==> src/rtl/adc_spi_reader_pkg.sv <==
// ============================================================================
// Module  : adc_spi_reader_pkg
// Brief   : State encoding and SPI mode constants shared by the ADC reader.
// Revision: 1.0
// ============================================================================
`default_nettype none

package adc_spi_reader_pkg;

    localparam logic [2:0] ST_IDLE  = 3'd0;
    localparam logic [2:0] ST_SETUP = 3'd1;
    localparam logic [2:0] ST_SHIFT = 3'd2;
    localparam logic [2:0] ST_HOLD  = 3'd3;
    localparam logic [2:0] ST_DONE  = 3'd4;

    typedef enum logic [2:0] {
        S_IDLE  = ST_IDLE,
        S_SETUP = ST_SETUP,
        S_SHIFT = ST_SHIFT,
        S_HOLD  = ST_HOLD,
        S_DONE  = ST_DONE
    } state_t;

    localparam logic CPOL_IDLE_LOW  = 1'b0;
    localparam logic CPOL_IDLE_HIGH = 1'b1;
    localparam logic CPHA_LEADING   = 1'b0;
    localparam logic CPHA_TRAILING  = 1'b1;

endpackage

`default_nettype wire

==> src/rtl/spi_sck_timer.sv <==
// ============================================================================
// Module  : spi_sck_timer
// Brief   : SPI half-period timer and sck edge counter with sample-edge select.
// Revision: 1.0
// ============================================================================
`default_nettype none

module spi_sck_timer #(
    parameter int HALF_WAIT = 5,
    parameter int TIMER_LEN = 3,
    parameter int EDGES     = 36,
    parameter int CNT_LEN   = 6,
    parameter int PHASE     = 0
) (
    input  logic clk,
    input  logic rst,
    input  logic clear,
    input  logic run,
    input  logic edge_en,
    output logic tick,
    output logic edge_pulse,
    output logic sample_pulse,
    output logic last_edge
);

    localparam logic [TIMER_LEN-1:0] HALF_LAST = TIMER_LEN'(HALF_WAIT - 1);
    localparam logic [CNT_LEN-1:0]   EDGE_LAST = CNT_LEN'(EDGES - 1);
    localparam logic                 PHASE_BIT = 1'(PHASE);

    logic [TIMER_LEN-1:0] timer_q, timer_d;
    logic [CNT_LEN-1:0]   edge_cnt_q, edge_cnt_d;

    assign tick         = run && (timer_q == HALF_LAST);
    assign edge_pulse   = tick && edge_en;
    // Edges are numbered from 1; odd edges lead, so an even count precedes a leading edge.
    assign sample_pulse = edge_pulse && (edge_cnt_q[0] == PHASE_BIT);
    assign last_edge    = edge_pulse && (edge_cnt_q == EDGE_LAST);

    always_comb begin
        timer_d    = timer_q;
        edge_cnt_d = edge_cnt_q;
        if (clear) begin
            timer_d    = '0;
            edge_cnt_d = '0;
        end else if (run) begin
            timer_d = tick ? '0 : timer_q + TIMER_LEN'(1);
            if (edge_pulse) begin
                edge_cnt_d = edge_cnt_q + CNT_LEN'(1);
            end
        end
    end

    always_ff @(posedge clk or posedge rst) begin
        if (rst) begin
            timer_q    <= '0;
            edge_cnt_q <= '0;
        end else begin
            timer_q    <= timer_d;
            edge_cnt_q <= edge_cnt_d;
        end
    end

endmodule

`default_nettype wire

==> src/rtl/adc_spi_reader.sv <==
// ============================================================================
// Module  : adc_spi_reader
// Brief   : SPI master reading one signed ADC sample per arm request.
//           Define ADC_SPI_READER_MISO_SYNC_EN to double-flop miso.
// Revision: 1.0
// ============================================================================
`default_nettype none

module adc_spi_reader
    import adc_spi_reader_pkg::*;
#(
    parameter int WID             = 18,
    parameter int WID_LEN         = 5,
    parameter int POLARITY        = 1,
    parameter int PHASE           = 0,
    parameter int CYCLE_HALF_WAIT = 5,
    parameter int TIMER_LEN       = 3
) (
    input  logic                  clk,
    input  logic                  rst,
    input  logic                  arm,
    output logic                  finished,
    output logic signed [WID-1:0] data_out,
    output logic                  sck,
    output logic                  ss_L,
    input  logic                  miso
);

    localparam logic SCK_IDLE = (POLARITY != 0) ? CPOL_IDLE_HIGH : CPOL_IDLE_LOW;

    state_t         state_q, state_d;
    logic           ss_l_q, ss_l_d;
    logic           sck_q, sck_d;
    logic           finished_q, finished_d;
    logic [WID-1:0] data_out_q, data_out_d;
    logic [WID-1:0] shift_q, shift_d;

    logic tick, edge_pulse, sample_pulse, last_edge;
    logic miso_s, sample_now;

    spi_sck_timer #(
        .HALF_WAIT (CYCLE_HALF_WAIT),
        .TIMER_LEN (TIMER_LEN),
        .EDGES     (2 * WID),
        .CNT_LEN   (WID_LEN + 1),
        .PHASE     (PHASE)
    ) u_sck_timer (
        .clk          (clk),
        .rst          (rst),
        .clear        (state_q == S_IDLE),
        .run          ((state_q == S_SETUP) || (state_q == S_SHIFT) || (state_q == S_HOLD)),
        .edge_en      ((state_q == S_SETUP) || (state_q == S_SHIFT)),
        .tick         (tick),
        .edge_pulse   (edge_pulse),
        .sample_pulse (sample_pulse),
        .last_edge    (last_edge)
    );

`ifdef ADC_SPI_READER_MISO_SYNC_EN
    // The sample strobe is delayed to match the synchronizer so the same bit is captured.
    logic [1:0] miso_sync_q, miso_sync_d;
    logic [1:0] sample_dly_q, sample_dly_d;

    always_comb begin
        miso_sync_d  = {miso_sync_q[0], miso};
        sample_dly_d = {sample_dly_q[0], sample_pulse};
    end

    always_ff @(posedge clk or posedge rst) begin
        if (rst) begin
            miso_sync_q  <= '0;
            sample_dly_q <= '0;
        end else begin
            miso_sync_q  <= miso_sync_d;
            sample_dly_q <= sample_dly_d;
        end
    end

    assign miso_s     = miso_sync_q[1];
    assign sample_now = sample_dly_q[1];
`else
    assign miso_s     = miso;
    assign sample_now = sample_pulse;
`endif

    always_comb begin
        state_d    = state_q;
        ss_l_d     = ss_l_q;
        sck_d      = sck_q;
        finished_d = finished_q;
        data_out_d = data_out_q;
        shift_d    = shift_q;

        if (sample_now) begin
            shift_d = {shift_q[WID-2:0], miso_s};
        end

        case (state_q)
            S_IDLE: begin
                if (arm) begin
                    ss_l_d  = 1'b0;
                    state_d = S_SETUP;
                end
            end
            // The setup half-period ends on the first sck edge.
            S_SETUP, S_SHIFT: begin
                if (edge_pulse) begin
                    sck_d   = ~sck_q;
                    state_d = last_edge ? S_HOLD : S_SHIFT;
                end
            end
            S_HOLD: begin
                if (tick) begin
                    ss_l_d     = 1'b1;
                    data_out_d = shift_q;
                    finished_d = 1'b1;
                    state_d    = S_DONE;
                end
            end
            S_DONE: begin
                if (!arm) begin
                    finished_d = 1'b0;
                    state_d    = S_IDLE;
                end
            end
            default: begin
                state_d = S_IDLE;
            end
        endcase
    end

    always_ff @(posedge clk or posedge rst) begin
        if (rst) begin
            state_q    <= S_IDLE;
            ss_l_q     <= 1'b1;
            sck_q      <= SCK_IDLE;
            finished_q <= 1'b0;
            data_out_q <= '0;
            shift_q    <= '0;
        end else begin
            state_q    <= state_d;
            ss_l_q     <= ss_l_d;
            sck_q      <= sck_d;
            finished_q <= finished_d;
            data_out_q <= data_out_d;
            shift_q    <= shift_d;
        end
    end

    assign finished = finished_q;
    assign data_out = data_out_q;
    assign sck      = sck_q;
    assign ss_L     = ss_l_q;

endmodule

`default_nettype wire

==> config.mk <==
export PLATFORM = sky130hd
export DESIGN_NAME = adc_spi_reader
export DESIGN_NICKNAME = d
export VERILOG_FILES = /design/src/rtl/adc_spi_reader_pkg.sv /design/src/rtl/spi_sck_timer.sv /design/src/rtl/adc_spi_reader.sv
export SDC_FILE = /design/constraint.sdc
export NUM_CORES = 1
export LEC_CHECK = 0
export BUFFER_PORTS_ARGS = -buffer_cell sky130_fd_sc_hd__buf_2
export CORE_ASPECT_RATIO = 0.75
export CORE_MARGIN = 2
export CORE_UTILIZATION = 55
export CTS_BUF_LIST = sky130_fd_sc_hd__clkbuf_4
export CTS_CLUSTER_SIZE = 16
export DETAILED_ROUTE_END_ITERATION = 7
export PLACE_DENSITY_LB_ADDON = 0.2
export SLEW_MARGIN = 20
export SYNTH_ARGS = -nofsm -noshare
export SYNTH_HDL_FRONTEND = slang
export SYNTH_SLANG_ARGS = --single-unit
==> constraint.sdc <==
create_clock -name clk -period 3.4 [get_ports clk]
set_clock_uncertainty 0.05 [all_clocks]
set_input_delay 0.34 -clock clk [delete_from_list [all_inputs] [get_ports clk]]
set_output_delay 0.34 -clock clk [all_outputs]
set_load 0.01 [all_outputs]
==> results.sh, run 1 <==
export IMPL_worstPathArrival_ns=2.55
export IMPL_slew_viol_final=0
export IMPL_max_freq_mhz=426
export IMPL_ys_warn_count=0
export IMPL_post_drt_via_cell_ratio=5.66
export IMPL_fp_dieW_um=77.6
export IMPL_die_y_um=59.2
export IMPL_hp_class="primary input to asynchronous set/reset pin"
export IMPL_place_hpwl_mm=2.62
export IMPL_cts_tree="yes"
export IMPL_rr_endpoint="data_out[14]"
export IMPL_io_pin_count=25
export IMPL_wire_per_inst_um=15.1
export IMPL_cts_resized=0
export IMPL_coreArea_um2=3980
export IMPL_cts_buffer_depth=2
export IMPL_timing_final_crit_share_pct=69.0
export IMPL_drt_iter0_drc=99
export IMPL_rsz0062_at_grt="no"
export IMPL_antenna_cells=0
export IMPL_end_kind="flip-flop"
export IMPL_vdd_drop_max_mv=0.286
export IMPL_grt_usage_pct=18.4
export IMPL_worst_slew_pin_slew_ns=0.911
export IMPL_htree_levels=2
export IMPL_synth_fp_nets=177
export IMPL_cts_sinks=51
export IMPL_rows=20
export IMPL_setup_violations_final=0
export IMPL_cpLargestDelayFamily="simple AND/OR/NAND/NOR gates"
export IMPL_synthCells=170
export IMPL_vias=1410
export IMPL_leakage_uw=0.00122
export IMPL_root_buffer="clkbuf_4"
export IMPL_cp_slowest_cell="nor3_4"
export IMPL_drc_errors=0
export IMPL_clkLatencyLatePin_ns=0.36
export IMPL_tns_ns=0
export IMPL_ant_nets=0
export IMPL_grt_max_degree=52
export IMPL_initial_core_util_pct=56.1
export IMPL_r2r_cells=5
export IMPL_ys_ff_latch=51
export IMPL_antenna_found_initial=0
export IMPL_numCtsBuffers=5
export IMPL_netlist_area_um2=2230
export IMPL_wl_mm=3.75
export IMPL_avgSynthCellArea_um2=13.1
export IMPL_slew_headroom_pct=39.1
export IMPL_holdWs_ns=0.0387
export IMPL_clk_pin_slew_worst_paths_ns=0.15
export IMPL_finalCriticalPeriod_ns=2.35
export IMPL_status="finished, final reports clean"
export IMPL_gp_congestion=0.807
export IMPL_rrSetupSlack_ns=1.05
export IMPL_area_delta_synth_final_pct=8.57
export IMPL_yosysUniqueCellTypes=36
export IMPL_max_stage_delay_ns=0.72
export IMPL_cp_start_kind="flip-flop"
export IMPL_power_density_nw_per_um2=600
export IMPL_num_nets_final=200
export IMPL_crit_chain="inv_1 -> ha_1 -> nand3b_4 -> nor3_4 -> mux2_2"
export IMPL_drive_gt1_share_pct=38.1
export IMPL_numPortBuffers=24
export IMPL_grt_pass1_wl_mm=6.52
export IMPL_r2r_start="u_sck_timer.timer_q[0]"
export IMPL_postCtsSetupRepairBufs=0
export IMPL_critical_path_class="flip-flop to flip-flop"
export IMPL_drv_cap=0
export IMPL_timing_final_ws_setup_ns=1.05
export IMPL_overflow=0
export IMPL_worstPathRequired_ns=3.60
export IMPL_postCtsHoldBufs=0
export IMPL_finalHoldViolCount=0
export IMPL_nFillCells=330
export IMPL_regArea_um2=1280
export IMPL_cp_buffers_inverters=1
export IMPL_dr_pass1_iters=4
export IMPL_pre_cts_ws_ns=1.05
export IMPL_die_area_um2=4590
export IMPL_ys_seq_area_share_pct=57.3
export IMPL_grt_pass1_vias=1370
export IMPL_multiInputGateArea_um2=876
export IMPL_crit_fanout=19
export IMPL_utilization_pct=60.9
==> power by group <==
group	internal (uW)	switching, uW	total [uW]
Sequential	697	112	808
Combinational	167	213	380
Clock	79.4	188	267
Total	943	512	1460
==> Yosys cell counts <==
master	n	area, um2
o311a_1	1	10.0
mux2_2	31	349
a211o_1	1	8.76
nor3_4	2	32.5
dfrtp_1	49	1230
nand4_1	1	6.26
nor3_1	5	25.0
o22a_1	2	17.5
a2111oi_2	1	15.0
xnor2_1	4	35.0
nand3_1	3	15.0
nand4b_1	2	17.5
ha_1	3	37.5
a21boi_0	1	7.51
buf_4	3	22.5
a31o_2	2	17.5
a21oi_1	11	55.1
buf_6	2	22.5
buf_1	1	3.75
nor2_1	10	37.5
maj3_1	1	10.0
a41oi_1	1	8.76
clkbuf_1	2	7.51
mux2_1	5	56.3
dfstp_2	2	52.6
xor2_1	1	8.76
a211oi_1	1	7.51
o22ai_1	1	6.26
o31ai_1	1	7.51
nand3b_4	1	20.0
inv_1	5	18.8
o21ai_0	5	25.0
inv_2	1	3.75
nand2_1	6	22.5
nand3b_1	1	7.51
or3b_2	1	8.76
==> through the flow <==
stage / total power [uW] / area [um2] / cells
after floorplan: 1130 / 2230 / 170
after global placement: 1180 / 2370 / 241
after detailed placement: 1200 / 2370 / 241
after CTS: 1470 / 2420 / 249
after global routing: 1550 / 2420 / 249
final: 1460 / 2420 / 249
==> cell usage in the layout, fill, tap and decap left out, types with 2 or more instances in the layout <==
cell type / netlist / routed
mux2_1: 5 / 5
buf_2: 0 / 24
mux2_2: 31 / 31
o22a_1: 2 / 2
nor3_1: 5 / 5
a31o_2: 2 / 2
nand4b_1: 2 / 2
nor3_4: 2 / 2
inv_1: 5 / 4
nand3_1: 3 / 3
a21oi_1: 11 / 11
clkinv_2: 0 / 2
clkbuf_4: 0 / 5
xnor2_1: 4 / 4
o21ai_0: 5 / 5
nand2_1: 6 / 6
nor2_1: 10 / 10
dfstp_2: 2 / 2
dfrtp_1: 49 / 49
clkinvlp_4: 0 / 2
ha_1: 3 / 3
==> state kept, by name, summed over array words and instances (netlist names) <==
name and count:
state_q 3, ss_L 1, u_sck_timer.timer_q 3, data_out 18
sck 1, finished 1, u_sck_timer.edge_cnt_q 6, shift_q 18
==> worst max path at each step <==
| stage | from | endpoint | slack [ns] | cells past startpoint |
|---|---|---|---|---|
| after CTS | u_sck_timer.timer_q[0] | data_out[7] | 1.04 | 5 |
| after floorplan | u_sck_timer.timer_q[0] | shift_q[10] | 1.53 | 7 |
| after global placement | u_sck_timer.timer_q[0] | shift_q[10] | 1.12 | 5 |
| final | u_sck_timer.timer_q[0] | data_out[14] | 1.05 | 5 |
| after detailed placement | u_sck_timer.timer_q[0] | data_out[7] | 1.05 | 5 |
| after global routing | u_sck_timer.timer_q[0] | shift_q[1] | 0.90 | 5 |
==> cells by family after synthesis <==
| family | synth area share [%] |
|---|---|
| flops | 57.3 |
| mux | 18.2 |
| simple gates | 8.63 |
| compound gates | 8.35 |
| buf+inv | 3.53 |
| xor+xnor | 1.96 |
| fa+ha+maj | 2.13 |
==> area by class of cell <==
cell class	count	area share, %
inverters	6	0.980
clock inverters	3	0.826
repair buffers	24	4.95
well taps	55	2.84
flip-flops and latches	51	52.7
clock buffers	5	1.55
multi-input cells	105	36.1
==> metal layers <==
layer  part of all wire, %  vias to the layer above  global-route usage [%]  wire length [um]
met5                     0                        -                       0                 0
met4                  0.45                        0                    4.85                17
met3                   4.3                        4                    4.27               163
met2                    46                       31                    30.2              1740
met1                    49                      716                    25.4              1830
li1                      -                      659                       -                 -
Note: power is estimated with default switching activity, not from simulation.
==> inputs of run 2 (changes only) <==
CORE_UTILIZATION = 54   (was 55)
clock period = 1.9 ns   (was 3.4 ns; I/O delays follow)
==> results.sh, run 2 (synthesized netlist as in run 1, its figures left out) <==
export IMPL_place_hpwl_mm=2.64
export IMPL_worst_slew_pin_slew_ns=0.611
export IMPL_cts_resized=0
export IMPL_coreArea_um2=4000
export IMPL_dp_cells=251
export IMPL_numCtsBuffers=5
export IMPL_cts_sinks=51
export IMPL_slew_headroom_pct=59.3
export IMPL_die_area_um2=4670
export IMPL_tns_ns=0
export IMPL_root_buffer="clkbuf_4"
export IMPL_grt_pass1_wl_mm=6.47
export IMPL_dr_pass1_iters=5
export IMPL_drc_errors=0
export IMPL_multiInputGateArea_um2=876
export IMPL_status="finished, final reports clean"
export IMPL_rows=20
export IMPL_wl_met1_mm=1.76
export IMPL_drv_cap=0
export IMPL_final_cell_mix="dfrtp_1, mux2_2, buf_2, a21oi_1, nor2_1"
export IMPL_critical_path_class="flip-flop to flip-flop"
export IMPL_routed_wl_met3_um=189
export IMPL_finalHoldViolCount=0
export IMPL_num_nets_final=211
export IMPL_wl_met2_mm=1.80
export IMPL_r2r_start="u_sck_timer.timer_q[0]"
export IMPL_place_area_um2=2450
export IMPL_initial_core_util_pct=55.8
export IMPL_clk_pin_slew_worst_paths_ns=0.13
export IMPL_instances_no_fill=260
export IMPL_grt_usage_pct=18.1
export IMPL_ant_nets=0
export IMPL_post_drt_via_cell_ratio=5.62
export IMPL_io_pin_count=25
export IMPL_min_from="miso"
export IMPL_setup_violations_final=0
export IMPL_top_layer="met4"
export IMPL_drive_gt1_share_pct=41.0
export IMPL_cts_buffer_depth=2
export IMPL_vdd_drop_max_mv=0.663
export IMPL_nFillCells=302
export IMPL_crit_fanout=8
export IMPL_cp_startpoint="u_sck_timer.timer_q[0]"
export IMPL_vias=1460
export IMPL_antenna_found_initial=0
export IMPL_regArea_um2=1280
export IMPL_area_delta_synth_final_pct=14.0
export IMPL_finalCriticalPeriod_ns=1.76
export IMPL_grt_max_degree=52
export IMPL_leakage_uw=0.00130
export IMPL_worstPathRequired_ns=2.10
export IMPL_cp_start_kind="flip-flop"
export IMPL_fp_dieW_um=78.3
export IMPL_wl_mm=3.79
export IMPL_drt_iter0_drc=109
export IMPL_numPortBuffers=24
export IMPL_power_density_nw_per_um2=1110
export IMPL_timing_final_crit_share_pct=92.6
export IMPL_antenna_cells=0
export IMPL_gp_congestion=0.900
export IMPL_die_y_um=59.7
export IMPL_htree_levels=2
export IMPL_rsz0062_at_grt="no"
export IMPL_end_kind="flip-flop"
export IMPL_wire_per_inst_um=14.6
export IMPL_slew_viol_final=0
export IMPL_overflow=0
export IMPL_worstPathArrival_ns=1.96
export IMPL_fin_area_um2=2550
export IMPL_max_freq_mhz=568
export IMPL_cts_tree="yes"
export IMPL_hp_class="primary input to flip-flop"
export IMPL_grt_pass1_vias=1390
export IMPL_clkLatencyLatePin_ns=0.35
export IMPL_layout_commonest_cell="dfrtp_1"
[run 2: power by group]
group / internal (uW) / switching, uW / total [uW] / leakage (uW)
registers: 1250 / 145 / 1390 / 0.000683
clock network: 308 / 318 / 627 / 0.0000463
logic: 372 / 441 / 814 / 0.000568
[run 2: metrics by stage]
stage	worst slack (ns)	power, uW	hold WS (ns)	utilization [%]
floorplan	0.0335	2010	0.270	-
global placement	0.197	2190	0.329	61.3
detailed placement	0.141	2230	0.347	61.3
CTS	0.122	2860	0.0122	63.6
global route	0.0149	3020	0.00496	63.6
finish	0.141	2830	0.0229	63.6
[run 2: final cells by class]
class	count	share of cell area, %
inverters	6	0.885
flip-flops and latches	51	50.2
clock buffers	7	2.06
well taps	55	2.70
multi-input cells	105	34.4
clock inverters	1	1.18
repair buffers	35	8.55
[run 2: final timing paths]
path / endpoint / slack [ns] / depth (start not counted)
worst max-delay path: u_sck_timer.edge_cnt_q[5] / 0.14 / 7
worst min-delay path: shift_q[0] / 0.02 / 2
worst max register to register: u_sck_timer.edge_cnt_q[5] / 0.14 / 7
worst min register to register: data_out[2] / 0.45 / 1
max in group asynchronous: u_sck_timer.edge_cnt_q[1] / 0.91 / 4
min in group asynchronous: data_out[4] / 0.48 / 4
[run 2: routing by layer]
layer | up-vias | track usage (%)
met5 | - | 0
met4 | 0 | 6.27
met3 | 5 | 4.83
met2 | 40 | 28.7
met1 | 734 | 24.7
li1 | 681 | -
[run 2: critical path, stage by stage, from the launching register on]
cell and delay (ns):
dfrtp_1 0.43, inv_1 0.07, ha_1 0.21, buf_4 0.17
nand3b_1 0.11, a2111oi_2 0.41, xnor2_1 0.17, nor2_1 0.05
[run 2: what timing repair did]
action / in CTS / in global routing
buffers inserted: 0 / 0
hold buffers: 1 / 0
endpoints found under the hold margin: 49 / 0
==> inputs of run 3 (changes only) <==
==> constraint.sdc (replaced) <==
create_clock -name clk -period 1.9 [get_ports clk]
set_clock_uncertainty 0.05 [all_clocks]
set_input_delay 0 -clock clk [delete_from_list [all_inputs] [get_ports clk]]
set_output_delay 0 -clock clk [all_outputs]
set_load 0.01 [all_outputs]
==> results.sh, run 3 (synthesized netlist as in run 1, its figures left out) <==
export IMPL_drt_iter0_drc=53
export IMPL_crit_chain="inv_1 -> ha_1 -> buf_4 -> a21boi_0 -> a2111oi_2 -> xnor2_1 -> nor2_1"
export IMPL_finalCriticalPeriod_ns=1.77
export IMPL_numPortBuffers=24
export IMPL_grt_max_degree=30
export IMPL_initial_core_util_pct=55.8
export IMPL_worstPathRequired_ns=2.10
export IMPL_antenna_found_initial=0
export IMPL_die_y_um=59.7
export IMPL_dr_pass1_iters=4
export IMPL_slew_headroom_pct=62.7
export IMPL_worst_slew_pin_slew_ns=0.558
export IMPL_grt_pass1_vias=1416
export IMPL_grt_pass1_wl_mm=6.71
export IMPL_wire_per_inst_um=14.3
export IMPL_place_hpwl_mm=2.74
export IMPL_nFillCells=298
export IMPL_cts_resized=0
export IMPL_clkLatencyLatePin_ns=0.35
export IMPL_final_cell_mix="dfrtp_1, mux2_2, buf_2, a21oi_1"
export IMPL_vias=1405
export IMPL_critical_path_class="flip-flop to flip-flop"
export IMPL_drive_gt1_share_pct=40.4
export IMPL_worstPathArrival_ns=1.97
export IMPL_cp_slowest_cell="dfrtp_1"
export IMPL_timing_final_crit_share_pct=93.3
export IMPL_overflow=0
export IMPL_ant_nets=0
export IMPL_antenna_cells=0
export IMPL_numCtsBuffers=5
export IMPL_root_buffer="clkbuf_4"
export IMPL_leakage_uw=0.00130
export IMPL_timing_final_ws_setup_ns=0.127
export IMPL_layout_commonest_cell="dfrtp_1"
export IMPL_vdd_drop_max_mv=0.523
export IMPL_rows=20
export IMPL_finalHoldViolCount=0
export IMPL_pre_cts_ws_ns=0.150
export IMPL_rrSetupSlack_ns=0.13
export IMPL_postCtsSetupRepairBufs=0
export IMPL_crit_fanout=8
export IMPL_io_pin_count=25
export IMPL_htree_levels=2
export IMPL_postCtsHoldBufs=3
export IMPL_cts_buffer_depth=2
export IMPL_end_kind="flip-flop"
export IMPL_cts_tree="yes"
export IMPL_setup_violations_final=0
export IMPL_slew_viol_final=0
export IMPL_fp_dieW_um=78.3
export IMPL_power_density_nw_per_um2=1060
export IMPL_max_stage_delay_ns=0.43
export IMPL_status="finished, final reports clean"
export IMPL_tns_ns=0
export IMPL_r2r_start="u_sck_timer.timer_q[0]"
export IMPL_rsz0062_at_grt="no"
export IMPL_cp_start_kind="flip-flop"
export IMPL_clk_pin_slew_worst_paths_ns=0.14
export IMPL_grt_usage_pct=18.8
export IMPL_area_delta_synth_final_pct=14.1
export IMPL_cts_sinks=51
export IMPL_gp_congestion=0.835
export IMPL_drc_errors=0
export IMPL_hp_class="primary input to asynchronous set/reset pin"
export IMPL_post_drt_via_cell_ratio=5.34
export IMPL_die_area_um2=4670
export IMPL_num_nets_final=214
export IMPL_drv_cap=0
export IMPL_r2r_cells=7
export IMPL_max_freq_mhz=564
export IMPL_wl_mm=3.77
export IMPL_coreArea_um2=4000
export IMPL_rr_endpoint="u_sck_timer.edge_cnt_q[5]"
[run 3: critical path, delay by kind of cell (launching register included)]
kind	cells	cell delay (ns)
adders and majority gates	1	0.20
xor gates and xnor gates	1	0.16
buffers and inverters	2	0.24
and+or+nand+nor	1	0.05
DFF	1	0.43
AOI/OAI and AO/OA	2	0.53
[run 3: cell type report]
type,instances,area [um2],area share [%]
Timing Repair Buffer,38,245,9.62
Clock inverter,2,12.5,0.491
Multi-Input combinational cell,105,876,34.4
Clock buffer,6,45.0,1.77
Sequential cell,51,1280,50.2
Inverter,6,22.5,0.884
Tap cell,55,68.8,2.70
[run 3: per-stage QoR]
| stage | instance area, um2 | util, % | cells | hold slack (ns) | total power, uW |
|---|---|---|---|---|---|
| floorplan | 2230 | - | 170 | 0.0803 | 2010 |
| global placement | 2460 | 61.5 | 252 | 0.0318 | 2210 |
| detailed placement | 2460 | 61.5 | 252 | 0.0442 | 2240 |
| CTS | 2550 | 63.7 | 263 | 0.190 | 2720 |
| global route | 2550 | 63.7 | 263 | 0.238 | 2880 |
| finish | 2550 | 63.7 | 263 | 0.185 | 2690 |
[run 3: how the worst max path moves through the flow]
stage	start	end	slack (ns)	depth (start not counted)
floorplan	u_sck_timer.timer_q[0]	shift_q[10]	0.03	7
global placement	u_sck_timer.timer_q[0]	u_sck_timer.edge_cnt_q[5]	0.19	7
detailed placement	u_sck_timer.timer_q[0]	u_sck_timer.edge_cnt_q[5]	0.15	7
CTS	u_sck_timer.timer_q[0]	u_sck_timer.edge_cnt_q[5]	0.14	7
global route	u_sck_timer.timer_q[0]	u_sck_timer.edge_cnt_q[5]	0.01	7
finish	u_sck_timer.timer_q[0]	u_sck_timer.edge_cnt_q[5]	0.13	7
[run 3: per-layer routing]
| layer | wire length [um] | part of all wire (%) | global-route usage (%) | vias to the layer above |
|---|---|---|---|---|
| met1 | 1870 | 49 | 26.6 | 683 |
| met2 | 1710 | 45 | 29.4 | 29 |
| met4 | 40 | 1.1 | 6.02 | 0 |
| li1 | - | - | - | 688 |
| met5 | 0 | 0 | 0 | - |
| met3 | 160 | 4.2 | 4.53 | 5 |
[run 3: power breakdown]
part           internal [uW]  switching [uW]
Clock                    159             320
Sequential              1250             156
Combinational            375             435
Total                   1780             911
